--- config.mk ---
export PLATFORM = sky130hd
export DESIGN_NAME = spi_transaction_scheduler
export DESIGN_NICKNAME = d
export VERILOG_FILES = /design/src/rtl/spi_transaction_scheduler.sv
export SDC_FILE = /design/constraint.sdc
export NUM_CORES = 1
export LEC_CHECK = 0
export ABC_AREA = 1
export CORE_ASPECT_RATIO = 0.6
export CORE_MARGIN = 2
export CORE_UTILIZATION = 30
export CTS_CLUSTER_DIAMETER = 80
export DETAILED_ROUTE_END_ITERATION = 12
export DONT_BUFFER_PORTS = 1
export PLACE_DENSITY_LB_ADDON = 0.3
export SYNTH_ARGS = -nofsm -noshare
export SYNTH_HDL_FRONTEND = slang
export SYNTH_SLANG_ARGS = --single-unit
--- constraint.sdc ---
create_clock -name clk -period 2.9 [get_ports clk]
set_input_delay 0.145 -clock clk [delete_from_list [all_inputs] [get_ports clk]]
set_output_delay 0.145 -clock clk [all_outputs]
set_load 0.05 [all_outputs]
--- src/rtl/spi_transaction_scheduler.sv ---
// spi_transaction_scheduler: queues host read/write requests and issues them one at a time to quick_spi
// Ports:
//   clk, reset_n                    clock, asynchronous active-low reset
//   req_valid/req_ready             host request handshake (push into the request FIFO)
//   req_slave/req_operation/req_data request fields (1 = write, 0 = read)
//   rsp_valid/rsp_data/rsp_error    one-cycle response strobe, read data, timeout flag
//   busy, fifo_count                activity flag and number of queued requests
//   spi_*                           command/response interface to quick_spi
module spi_transaction_scheduler #(
    parameter int NUMBER_OF_SLAVES    = 2,
    parameter int INCOMING_DATA_WIDTH = 8,
    parameter int OUTGOING_DATA_WIDTH = 16,
    parameter int FIFO_DEPTH          = 4,
    parameter int TIMEOUT_CYCLES      = 1024
) (
    input  logic                           clk,
    input  logic                           reset_n,
    input  logic                           req_valid,
    output logic                           req_ready,
    input  logic [NUMBER_OF_SLAVES-1:0]    req_slave,
    input  logic                           req_operation,
    input  logic [OUTGOING_DATA_WIDTH-1:0] req_data,
    output logic                           rsp_valid,
    output logic [INCOMING_DATA_WIDTH-1:0] rsp_data,
    output logic                           rsp_error,
    output logic                           busy,
    output logic [$clog2(FIFO_DEPTH):0]    fifo_count,
    output logic                           spi_enable,
    output logic                           spi_start_transaction,
    output logic [NUMBER_OF_SLAVES-1:0]    spi_slave,
    output logic                           spi_operation,
    output logic [OUTGOING_DATA_WIDTH-1:0] spi_outgoing_data,
    input  logic                           spi_end_of_transaction,
    input  logic [INCOMING_DATA_WIDTH-1:0] spi_incoming_data
);
    localparam int AW = $clog2(FIFO_DEPTH);
    localparam int CW = $clog2(TIMEOUT_CYCLES);
    localparam int EW = NUMBER_OF_SLAVES + 1 + OUTGOING_DATA_WIDTH;
    localparam logic [AW:0]   FULL = (AW+1)'(FIFO_DEPTH);
    localparam logic [CW-1:0] LAST = CW'(TIMEOUT_CYCLES - 1);

    typedef enum logic [2:0] {IDLE, ISSUE, WAIT_EOT, RESPOND, GAP} state_t;

    state_t                         state_q, state_d;
    logic [EW-1:0]                  mem_q [FIFO_DEPTH];
    logic [AW-1:0]                  wr_ptr_q, wr_ptr_d, rd_ptr_q, rd_ptr_d;
    logic [AW:0]                    count_q, count_d;
    logic [CW-1:0]                  cnt_q, cnt_d;
    logic [NUMBER_OF_SLAVES-1:0]    slave_q, slave_d;
    logic                           op_q, op_d;
    logic [OUTGOING_DATA_WIDTH-1:0] data_q, data_d;
    logic [INCOMING_DATA_WIDTH-1:0] rdata_q, rdata_d;
    logic                           err_q, err_d;
    logic                           en_q;
    logic                           push, pop;

    // req_ready is forced low while reset_n is asserted so every output reads 0 in reset
    assign req_ready = reset_n & (count_q != FULL);
    assign push      = req_valid & req_ready;
    assign pop       = (state_q == ISSUE);

    // FIFO storage needs no reset: only entries below count_q are ever read
    always_ff @(posedge clk) begin
        if (push) mem_q[wr_ptr_q] <= {req_slave, req_operation, req_data};
    end

    always_comb begin
        state_d  = state_q;
        wr_ptr_d = wr_ptr_q + AW'(push);
        rd_ptr_d = rd_ptr_q + AW'(pop);
        count_d  = count_q + (AW+1)'(push) - (AW+1)'(pop);
        cnt_d    = cnt_q;
        slave_d  = slave_q;
        op_d     = op_q;
        data_d   = data_q;
        rdata_d  = rdata_q;
        err_d    = err_q;
        case (state_q)
            IDLE: begin
                // head entry is loaded on the IDLE->ISSUE edge so it is on the bus during ISSUE
                if (count_q != '0) begin
                    state_d = ISSUE;
                    {slave_d, op_d, data_d} = mem_q[rd_ptr_q];
                end
            end
            ISSUE: state_d = WAIT_EOT;
            WAIT_EOT: begin
                cnt_d = cnt_q + 1'b1;
                // EOT is checked first so it wins over a simultaneous timeout
                if (spi_end_of_transaction) begin
                    state_d = RESPOND;
                    rdata_d = op_q ? '0 : spi_incoming_data;
                    err_d   = 1'b0;
                end else if (cnt_q == LAST) begin
                    state_d = RESPOND;
                    rdata_d = '0;
                    err_d   = 1'b1;
                end
            end
            RESPOND: begin
                state_d = GAP;
                cnt_d   = '0;
            end
            default: state_d = IDLE;
        endcase
    end

    always_ff @(posedge clk or negedge reset_n) begin
        if (!reset_n) begin
            state_q  <= IDLE;
            wr_ptr_q <= '0;
            rd_ptr_q <= '0;
            count_q  <= '0;
            cnt_q    <= '0;
            slave_q  <= '0;
            op_q     <= 1'b0;
            data_q   <= '0;
            rdata_q  <= '0;
            err_q    <= 1'b0;
            en_q     <= 1'b0;
        end else begin
            state_q  <= state_d;
            wr_ptr_q <= wr_ptr_d;
            rd_ptr_q <= rd_ptr_d;
            count_q  <= count_d;
            cnt_q    <= cnt_d;
            slave_q  <= slave_d;
            op_q     <= op_d;
            data_q   <= data_d;
            rdata_q  <= rdata_d;
            err_q    <= err_d;
            en_q     <= 1'b1;
        end
    end

    assign rsp_valid             = (state_q == RESPOND);
    assign rsp_data              = rsp_valid ? rdata_q : '0;
    assign rsp_error             = rsp_valid & err_q;
    assign busy                  = (state_q != IDLE) | (count_q != '0);
    assign fifo_count            = count_q;
    assign spi_enable            = en_q;
    assign spi_start_transaction = (state_q == ISSUE);
    assign spi_slave             = slave_q;
    assign spi_operation         = op_q;
    assign spi_outgoing_data     = data_q;
endmodule

* Yosys cells after proc, flatten, opt, wreduce, memory -nomap -nowiden
Memories as Yosys holds them, arrays and structs flattened. A register that Yosys moved wholly into a read port is not among the register bits.
Cells that the tools add are included.
** Storage, ports and cells
- Bits in registers :: 30
- Latch bits :: 0
- Memory bits (writable) :: 76
- ROM bits :: 0
- Bits of input ports :: 31
- Output and inout port bits :: 36
- Word-level logic and storage cells :: 47
- Memories :: 1
** Memories
- mem_q :: words 4, width 19, read ports 1, clocked after Yosys merged registers in 1, write ports 1, RTL line 45 : logic [EW-1:0] mem_q [FIFO_DEPTH];
** Operators by class
- Add/sub/neg operators :: 5
- Multiply operators :: 0
- Div/mod/pow operators :: 0
- Order comparisons :: 0
- Equal/unequal tests :: 7
- Shift operators :: 0
- Mux-type cells :: 13
- Bitwise gates (word level) :: 4
- Reduce and logical (&&, ||, !) cells :: 9
** Operators with widths (count)
- two-way mux 8 bit :: 4
- one-hot mux 10 bit (2 select lines) :: 1
- one-hot mux 3 bit (4 select lines) :: 1
- adder 10 x 1 -> 10 bit, second input constant :: 1
- equality test 10 bit, second input constant :: 1
- two-way mux 3 bit :: 3
- equality test 3 x 2 -> 1 bit, second input constant :: 2
- inequality test 3 bit, second input constant :: 2
- AND reduction 2 bit :: 3
- nonzero test 3 bit :: 2
- adder 2 x 1 -> 2 bit :: 2
- two-way mux 1 bit :: 4
- nonzero test 2 bit :: 2
- adder 3 x 1 -> 3 bit :: 1
- bitwise AND 1 bit :: 3
- equality test 3 x 1 -> 1 bit, second input constant :: 1
- zero test 3 bit :: 1
- subtractor 3 x 1 -> 3 bit :: 1
- inequality test 2 bit, second input constant :: 1
- zero test 1 bit :: 1
- bitwise OR 1 bit :: 1

* Longest topological paths before layout
Gate-level depths: netlist of run 1.
- Word-level depth :: 5
- Depth in mapped cells :: 9
- Depth with buffers taken out :: 9

* Least setup slack after synthesis of run 1
No wires, ideal clock.
- Kind :: reg-to-reg
- Start point :: register count_q[1] (netlist: fifo_count[1])
- End point :: memory mem_q[0][0] in the netlist's numbering, enable pin
- Arrival :: 3.376 ns
- Setup slack :: -0.895 ns
- Stages on the path, launching flop included :: 5
- Path buffers :: 0
- Clock period less this slack :: 3.795 ns
- Path through :: dfrtp_1 -> nor2_1 -> a21oi_1 -> nand2_1 -> nor3_1
** On the way
- Longest elaborated chain between the ends :: 5
** RTL lines
- from (decl) :: RTL line 47 : logic [AW:0] count_q, count_d;
- from (signal assigned) :: RTL line 125 : count_q <= count_d;
- inequality test 3 bit :: RTL line 58 : assign req_ready = reset_n & (count_q != FULL);
- bitwise AND 1 bit :: RTL line 58
- named net req_ready :: RTL line 19 : output logic req_ready,
- bitwise AND 1 bit :: RTL line 59 : assign push = req_valid & req_ready;
- two-way mux 1 bit :: RTL line 64 : if (push) mem_q[wr_ptr_q] <= {req_slave, req_operation, req_data};
- two-way mux 1 bit (not written as such) :: RTL line 64
- to (decl) :: RTL line 45
The timed path passes the listed nets, and every way through them passes these cells.

* Final worst setup path of run 1
- Start point :: register state_q[2]
- End point :: output rsp_data[0]
** On the way
- Longest elaborated chain between the ends :: 2
** RTL lines
- from (decl) :: RTL line 44 : state_t state_q, state_d;
- from (signal assigned) :: RTL line 122 : state_q <= state_d;
- equality test 3 x 2 -> 1 bit :: RTL line 136 : assign rsp_valid = (state_q == RESPOND);
- named net rsp_valid :: RTL line 23 : output logic rsp_valid,
- two-way mux 8 bit :: RTL line 137 : assign rsp_data = rsp_valid ? rdata_q : '0;
- to (decl) :: RTL line 24 : output logic [INCOMING_DATA_WIDTH-1:0] rsp_data,
The timed path passes the listed nets, and every way through them passes these cells.

==> flow_summary.toml, run 1 <==
[cells_and_area]
fill_cells = 1576
final_cell_area_um2 = 6530
final_nets = 564
drive_above_1_share = 0.130
syn_to_final_growth_pct = 28.1
postLayoutCoreUtil = 0.397

[sta]
period_minus_slack_ns = 2.36
setup_tns_ns = 0
setup_viol = 0
period_share = 0.815
slew_viol_final = 0
rsz0062_at_grt = "no"
hold_viol_final = 0
fmax_ghz = 0.423
clock_skew_ns = 0.00689
slew_headroom = 0.499
tightest_slew_ns = 0.751

[power_and_ir_drop]
vdd_ir_drop_max_mv = 0.443
leakagePower_uw = 0.00264
p_per_area_nw_per_um2 = 1130

[setup_path]
critPathMaxStageDelay_ns = 0.54
crit_family = "simple AND/OR/NAND/NOR gates"
crit_required_ns = 2.76
critPathBufInv = 3
critical_path_class = "reg -> out"
slowest_stage = "nor2_2"
r2r-end = "fifo_count[1]"
critPathLaunchType = "flip-flop"
crit_path_end_kind = "output pin"
critPathMaxFanout = 14
reg2reg_from = "fifo_count[1]"
worstPathArrival_ns = 2.22
crit_start = "state_q[2]"
reg2reg_depth = 9
rrSetupSlack_ns = 0.79
path_cells = "inv_1 -> nand2_2 -> nor2_2 -> inv_2 -> nor2_1 -> buf_4"

[clocking]
cts_made_buffers = 17
cts_tree = "yes"
clkLatencyLatePin_ns = 0.41
clk_pin_slew_worst_paths_ns = 0.06
cts-resized-gates = 0
clk_path_buf_depth = 2
cts_setup_buffers = 0
cts.sinks = 125
htree_levels = 4
cts-root-buf = "clkbuf_16"

[synth]
syn-instance-count = 467
yosysWarningCount = 0
synth_cell_type_count = 30
syn-cell-area_um2 = 5090
syn_nets = 504
avgSynthCellArea_um2 = 10.9
ys_ff_latch = 125
yosysSeqAreaShare = 0.689

[detailed_routing]
first_iter_violations = 254
via_per_inst = 4.46
ant_nets = 0
wl_per_cell_um = 14.4
first_pass_iters = 4
routed_wl_um = 11100
vias = 3437
drcViolationCount = 0

[floorplan]
start_util = 0.310
core_um2 = 16400
die_h_um = 105
chipWidth_um = 172
io_pins = 67
num_rows = 36
dieArea_um2 = 18100

[grt]
grt_max_degree = 50
grt_pass1_vias = 3477
grt_pass1_wl_um = 18200
grt_overflow = 0
antenna_found_initial = 2
grt_use_total = 0.134

[placed_design]
place_hpwl_um = 6940
placed_cell_area_um2 = 5500
gp_congestion = 0.788
port_buffers = 0

[run_status]
run_status = "finished clean"

[worst_hold_path]
hp-class = "in -> async"

[job]
drv_cap = 0
## layer usage
layer / vias to the layer above / GRT usage / wire [um]
met5: - / 0 / 0
met4: 0 / 0.0378 / 79
met3: 12 / 0.0508 / 747
met2: 97 / 0.203 / 5000
met1: 1633 / 0.178 / 5290
li1: 1695 / - / -
## what timing repair did
action | in CTS | in global routing
endpoints found under the setup margin | 0 | 0
hold buffers | 36 | 0
endpoints found under the hold margin | 134 | 0
## cell families (layout without fill, tap and decap cells)
kind of cell | Yosys count | in the layout | share of synthesized area
other cells | 1 | 3 | 0.000736
buf+inv | 50 | 123 | 0.0445
xor+xnor | 5 | 5 | 0.00860
simple gates | 208 | 208 | 0.166
flops | 125 | 125 | 0.689
compound gates | 72 | 72 | 0.0752
fa+ha+maj | 6 | 6 | 0.0162
## placed cells by master, fill, tap and decap left out, types with 2 or more instances in the layout
cell,count
nand2_1,99
nor2_1,80
edfxtp_1,76
o21ai_0,53
dfrtp_1,49
dlygate4sd3_1,35
inv_1,29
buf_4,23
clkbuf_16,21
o21ai_1,10
nand3_1,9
nand4_1,9
a21oi_1,5
ha_1,5
nor3_4,4
nor2_2,3
xnor2_1,3
inv_6,3
diode_2,2
inv_2,2
xor2_1,2
inv_4,2
inv_8,2
clkinv_4,2
## synthesized netlist by cell type
cell,instances,share of area
nand4_1,9,0.011
ha_1,5,0.012
xnor2_1,3,0.0052
a21oi_1,6,0.0059
nand3_1,9,0.0088
buf_1,1,0.00074
inv_1,29,0.021
buf_2,8,0.0079
nand2_1,99,0.073
o21bai_1,1,0.0015
inv_2,2,0.0015
o31ai_4,1,0.0042
o21ai_0,53,0.052
nand2_2,1,0.0012
buf_4,3,0.0044
nor3_1,5,0.0049
o21ai_1,10,0.0098
a22o_1,1,0.0017
nor2_2,3,0.0037
fa_1,1,0.0039
buf_6,2,0.0044
dfrtp_1,49,0.24
conb_1,1,0.00074
nor2_1,80,0.059
edfxtp_1,76,0.45
nand2_4,1,0.0022
clkbuf_1,4,0.0029
nor2_4,1,0.0022
xor2_1,2,0.0034
inv_4,1,0.0012
## power breakdown
part / leakage (uW) / switching (uW) / internal (uW)
clock network: 0.000313 / 833 / 1410
registers: 0.00131 / 714 / 2300
logic: 0.00101 / 1440 / 649
total: 0.00264 / 2990 / 4360
## how the worst max path moves through the flow
stage | end | slack, ns | cells after the start
after global routing | rsp_data[0] | 0.36 | 6
after floorplan | fifo_count[2] | 0.09 | 9
after global placement | fifo_count[1] | 0.82 | 9
after detailed placement | fifo_count[1] | 0.78 | 9
after CTS | rsp_data[0] | 0.52 | 6
final | rsp_data[0] | 0.54 | 6
## per-stage QoR
stage / instances / total power, uW / hold slack (ns) / setup WS [ns]
2_1_floorplan: 467 / 4550 / -0.151 / 0.0861
3_3_place_gp: 700 / 5070 / -0.148 / 0.816
3_5_place_dp: 700 / 5110 / -0.148 / 0.782
4_1_cts: 768 / 7450 / 0.229 / 0.516
5_1_grt: 770 / 7830 / 0.261 / 0.361
6_report: 770 / 7350 / 0.239 / 0.536
## layout make-up
| type | instances | area, um^2 | area share |
|---|---|---|---|
| clock buffer | 22 | 529 | 0.0811 |
| tap | 228 | 285 | 0.0437 |
| clock inverter | 10 | 110 | 0.0169 |
| inverter | 32 | 123 | 0.0188 |
| timing repair buffer | 59 | 551 | 0.0844 |
| sequential | 125 | 3510 | 0.538 |
| antenna | 2 | 5.00 | 0.000767 |
| multi-input combinational | 292 | 1420 | 0.217 |
## registers in the layout (all words and copies together), names as in the netlist
name               cells
rdata_q                8
fifo_count             3
spi_slave              2
spi_operation          1
wr_ptr_q               2
mem_q                 76
rd_ptr_q               2
spi_enable             1
err_q                  1
cnt_q                 10
spi_outgoing_data     16
state_q                3
Note: power is estimated with default switching activity, not from simulation.
==> run 2: changes to the inputs <==
clock period = 2.2 ns   (was 2.9 ns; I/O delays follow)
==> flow_summary.toml, run 2 (same netlist as run 1, synthesis figures left out) <==
[detailed_routing]
drcViolationCount = 0
first_iter_violations = 224
routed_wl_um = 11800
via_per_inst = 4.51
vias = 3491
first_pass_iters = 4
wl_per_cell_um = 15.3
ant_nets = 0

[power_and_ir_drop]
pwr-share-seq = 0.427
vdd_ir_drop_max_mv = 0.622
switching_share = 0.417
p_comb_frac = 0.302
power_uw = 9490
p_per_area_nw_per_um2 = 1460
p_sw_uw = 3960
p_int_uw = 5530
power_frac_clock = 0.271
leakagePower_uw = 0.00262

[setup_path]
crit_path_end_kind = "flip-flop"
critical_path_class = "reg -> reg"
path_cells = "nand2_2 -> nor2_4 -> nand4_1 -> dlygate4sd3_1 -> nand2_1"
critPathMaxStageDelay_ns = 0.60
crit_family = "simple AND/OR/NAND/NOR gates"
reg2reg_from = "state_q[1]"
slowest_stage = "dlygate4sd3_1"
reg2reg_depth = 5
worst-path-stages = 5
critPathLaunchType = "flip-flop"
crit_start = "state_q[1]"
critPathBufInv = 1
worstPathArrival_ns = 2.27
critPathMaxFanout = 15
crit_required_ns = 2.54
r2r-end = "rdata_q[6]"
rrSetupSlack_ns = 0.28
endpoint = "rdata_q[6]"

[worst_hold_path]
hp-class = "in -> reg"
hold_depth = 3

[sta]
period_minus_slack_ns = 1.92
fmax_ghz = 0.520
hold-worst-slack_ns = 0.0632
period_share = 0.874
slew_headroom = 0.596
slew_viol_final = 0
tightest_slew_ns = 0.606
layout_setup_ws_ns = 0.277
hold_viol_final = 0
clock_skew_ns = 0.0126
rsz0062_at_grt = "no"
setup_viol = 0
setup_tns_ns = 0

[clocking]
clkLatencyLatePin_ns = 0.41
cts_setup_buffers = 0
cts_made_buffers = 17
cts-root-buf = "clkbuf_16"
cts_tree = "yes"
cts_hold_buf = 34
cts-resized-gates = 0
clk_pin_slew_worst_paths_ns = 0.06
clk_path_buf_depth = 2
cts.sinks = 125
htree_levels = 4

[cells_and_area]
largest_reg_flops = 76
layout_commonest_cell = "nand2_1"
syn_to_final_growth_pct = 28.0
drive_above_1_share = 0.160
final_nets = 569
layout_common_cells = "nand2_1 (98), nor2_1 (78), edfxtp_1 (76)"
top_register = "mem_q"
fill_cells = 1586

[placed_design]
place_ws_ns = 0.296
place_hpwl_um = 7410
gp_congestion = 0.747
port_buffers = 0

[grt]
antenna_found_initial = 1
grt_pass1_vias = 3462
met2_usage = 0.205
met1_usage = 0.193
grt_max_degree = 50
grt_overflow = 0
grt_pass1_wl_um = 18900
grt_use_total = 0.141
use_met3 = 0.0496
grt.busiest_layer = "met2"

[floorplan]
start_util = 0.310
core_um2 = 16400
io_pins = 67
num_rows = 36
die_h_um = 105
dieArea_um2 = 18100
chipWidth_um = 172

[run_status]
run_status = "finished clean"

[job]
drv_cap = 0
[run 2: changes by cell type in the layout (fill, tap and decap cells not counted), moves of 3 or more]
cell / previous run / this run
clkinv_2: 0 / 5
dfrtp_1: 49 / 46
clkbuf_16: 21 / 17
buf_4: 23 / 30
[run 2: how the worst min path moves through the flow]
| stage | from | endpoint | slack, ns |
|---|---|---|---|
| 6_report | req_valid | wr_ptr_q[0] | 0.06 |
| 3_3_place_gp | reset_n | cnt_q[7] | -0.18 |
| 3_5_place_dp | reset_n | cnt_q[7] | -0.18 |
| 5_1_grt | req_valid | wr_ptr_q[0] | 0.06 |
| 4_1_cts | req_valid | wr_ptr_q[0] | 0.04 |
| 2_1_floorplan | reset_n | cnt_q[0] | -0.19 |
[run 2: power by group through the flow]
stage,Sequential (uW),Clock (uW),Combinational [uW]
2_1_floorplan,4100,0,1980
3_3_place_gp,4080,0,2700
3_5_place_dp,4100,0,2790
4_1_cts,4050,2640,2890
5_1_grt,4110,2750,3240
6_report,4050,2570,2860
[run 2: layout make-up]
| type | count | area, um^2 | area share |
|---|---|---|---|
| Multi-Input combinational cell | 292 | 1460 | 0.224 |
| Inverter | 32 | 123 | 0.0188 |
| Timing Repair Buffer | 64 | 583 | 0.0894 |
| Clock buffer | 17 | 425 | 0.0653 |
| Tap cell | 228 | 285 | 0.0438 |
| Clock inverter | 15 | 125 | 0.0192 |
| Sequential cell | 125 | 3520 | 0.540 |
| Antenna cell | 1 | 2.50 | 0.000384 |
[run 2: worst reg2reg max path: stages (launching register included)]
cell and delay [ns]:
dfrtp_1 0.45, nand2_2 0.18, nor2_4 0.39, nand4_1 0.17, dlygate4sd3_1 0.60, nand2_1 0.07
[run 2: stage by stage]
step	cell area [um^2]	utilization	std cells
floorplan	5200	-	467
global placement	5610	0.341	707
detailed placement	5610	0.341	707
CTS	6520	0.396	773
global route	6520	0.396	774
finish	6520	0.396	774
[run 2: routing by layer]
metal	vias to the layer above	wire length (um)	part of all wire
li1	1702	-	-
met1	1700	5750	0.49
met2	79	5220	0.44
met3	10	729	0.062
met4	0	114	0.0097
met5	-	0	0
==> run 3: changes to the inputs <==
clock period = 2.3 ns   (was 2.2 ns; I/O delays follow)
==> flow_summary.toml, run 3 (same netlist as run 1, synthesis figures left out) <==
[detailed_routing]
via_per_inst = 4.51
first_pass_iters = 4
ant_nets = 0
first_iter_violations = 173
wl_met3_um = 632
wl_met1_um = 5510
route.met2.wl_um = 5160
topRoutingLayerUsed = "met4"
drcViolationCount = 0
vias = 3456
routed_wl_um = 11500
wl_per_cell_um = 15.0

[clocking]
cts-resized-gates = 0
cts-root-buf = "clkbuf_16"
htree_levels = 4
clkLatencyLatePin_ns = 0.42
cts_tree = "yes"
cts_made_buffers = 17
clk_path_buf_depth = 2
cts_hold_buf = 31
cts_setup_buffers = 0
clk_pin_slew_worst_paths_ns = 0.06
cts.sinks = 125

[floorplan]
chipWidth_um = 172
io_pins = 67
core_um2 = 16400
die_h_um = 105
num_rows = 36
dieArea_um2 = 18100
start_util = 0.310

[setup_path]
crit_required_ns = 2.61
critPathMaxFanout = 6
critical_path_class = "reg -> reg"
worstPathArrival_ns = 2.22
critPathLaunchType = "flip-flop"
crit_path_end_kind = "flip-flop"

[placed_design]
place_hpwl_um = 7310
port_buffers = 0
gp_congestion = 0.763
placed_cell_area_um2 = 5560

[grt]
grt_pass1_wl_um = 18300
grt_pass1_vias = 3392
grt_overflow = 0
grt_use_total = 0.136
grt_max_degree = 50
antenna_found_initial = 1

[sta]
tightest_slew_ns = 0.533
hold_viol_final = 0
setup_tns_ns = 0
slew_headroom = 0.645
slew_viol_final = 0
fmax_ghz = 0.523
hold-worst-slack_ns = 0.0335
setup_viol = 0
clock_skew_ns = 0.0104
period_share = 0.831
rsz0062_at_grt = "no"
period_minus_slack_ns = 1.91

[cells_and_area]
final_nets = 561
fill_cells = 1559
final_cell_area_um2 = 6490
top_register = "mem_q"
largest_reg_flops = 76
drive_above_1_share = 0.145
syn_to_final_growth_pct = 27.5
multi_input_area_um2 = 1450
regArea_um2 = 3510
layout_common_cells = "nand2_1 (98), nor2_1 (78), edfxtp_1 (76)"
layout_commonest_cell = "nand2_1"

[run_status]
run_status = "finished clean"

[power_and_ir_drop]
leakagePower_uw = 0.00261
vdd_ir_drop_max_mv = 0.504
p_per_area_nw_per_um2 = 1420

[worst_hold_path]
hp-class = "in -> reg"

[job]
drv_cap = 0
-- run 3: path summary, 6_finish.rpt --
kind	startpoint	end	slack (ns)	depth (start not counted)
min reg2reg	rdata_q[2]	rdata_q[2]	0.47	2
min	req_valid	wr_ptr_q[0]	0.03	3
max	fifo_count[1]	fifo_count[1]	0.39	9
min in group asynchronous	reset_n	spi_outgoing_data[7]	0.21	2
max reg2reg	fifo_count[1]	fifo_count[1]	0.39	9
max in group asynchronous	reset_n	spi_outgoing_data[11]	1.84	2
-- run 3: power breakdown --
part	switching (uW)	internal, uW	leakage [uW]	total (uW)
registers	946	2910	0.00131	3860
clock network	988	1740	0.000279	2730
logic	1800	841	0.00102	2640
total	3740	5490	0.00261	9230
-- run 3: area by class of cell --
type                            instances  share of cell area
Clock buffer                           20              0.0688
Multi-Input combinational cell        292               0.223
Tap cell                              228              0.0439
Antenna cell                            1            0.000385
Clock inverter                         12              0.0250
Sequential cell                       125               0.541
Inverter                               32              0.0189
Timing Repair Buffer                   56              0.0794
-- run 3: metal layers --
metal,track usage,up-vias
met3,0.0375,15
met2,0.207,72
li1,-,1680
met1,0.184,1689
met4,0.0558,0
met5,0,-
-- run 3: critical path, cell delays in order (launching register included) --
cell and delay (ns):
dfrtp_4 0.48, nor2_4 0.13, a21oi_4 0.07, nand2_4 0.16, ha_4 0.22, inv_1 0.05
ha_1 0.12, inv_1 0.04, fa_1 0.47, inv_1 0.04
-- run 3: through the flow --
step | total power [uW] | std cells | setup WS, ns | utilization
floorplan | 5790 | 467 | 0.0493 | -
global placement | 6400 | 702 | 0.421 | 0.338
detailed placement | 6490 | 702 | 0.392 | 0.338
CTS | 9330 | 765 | 0.380 | 0.395
global route | 9850 | 766 | 0.312 | 0.395
finish | 9230 | 766 | 0.388 | 0.395
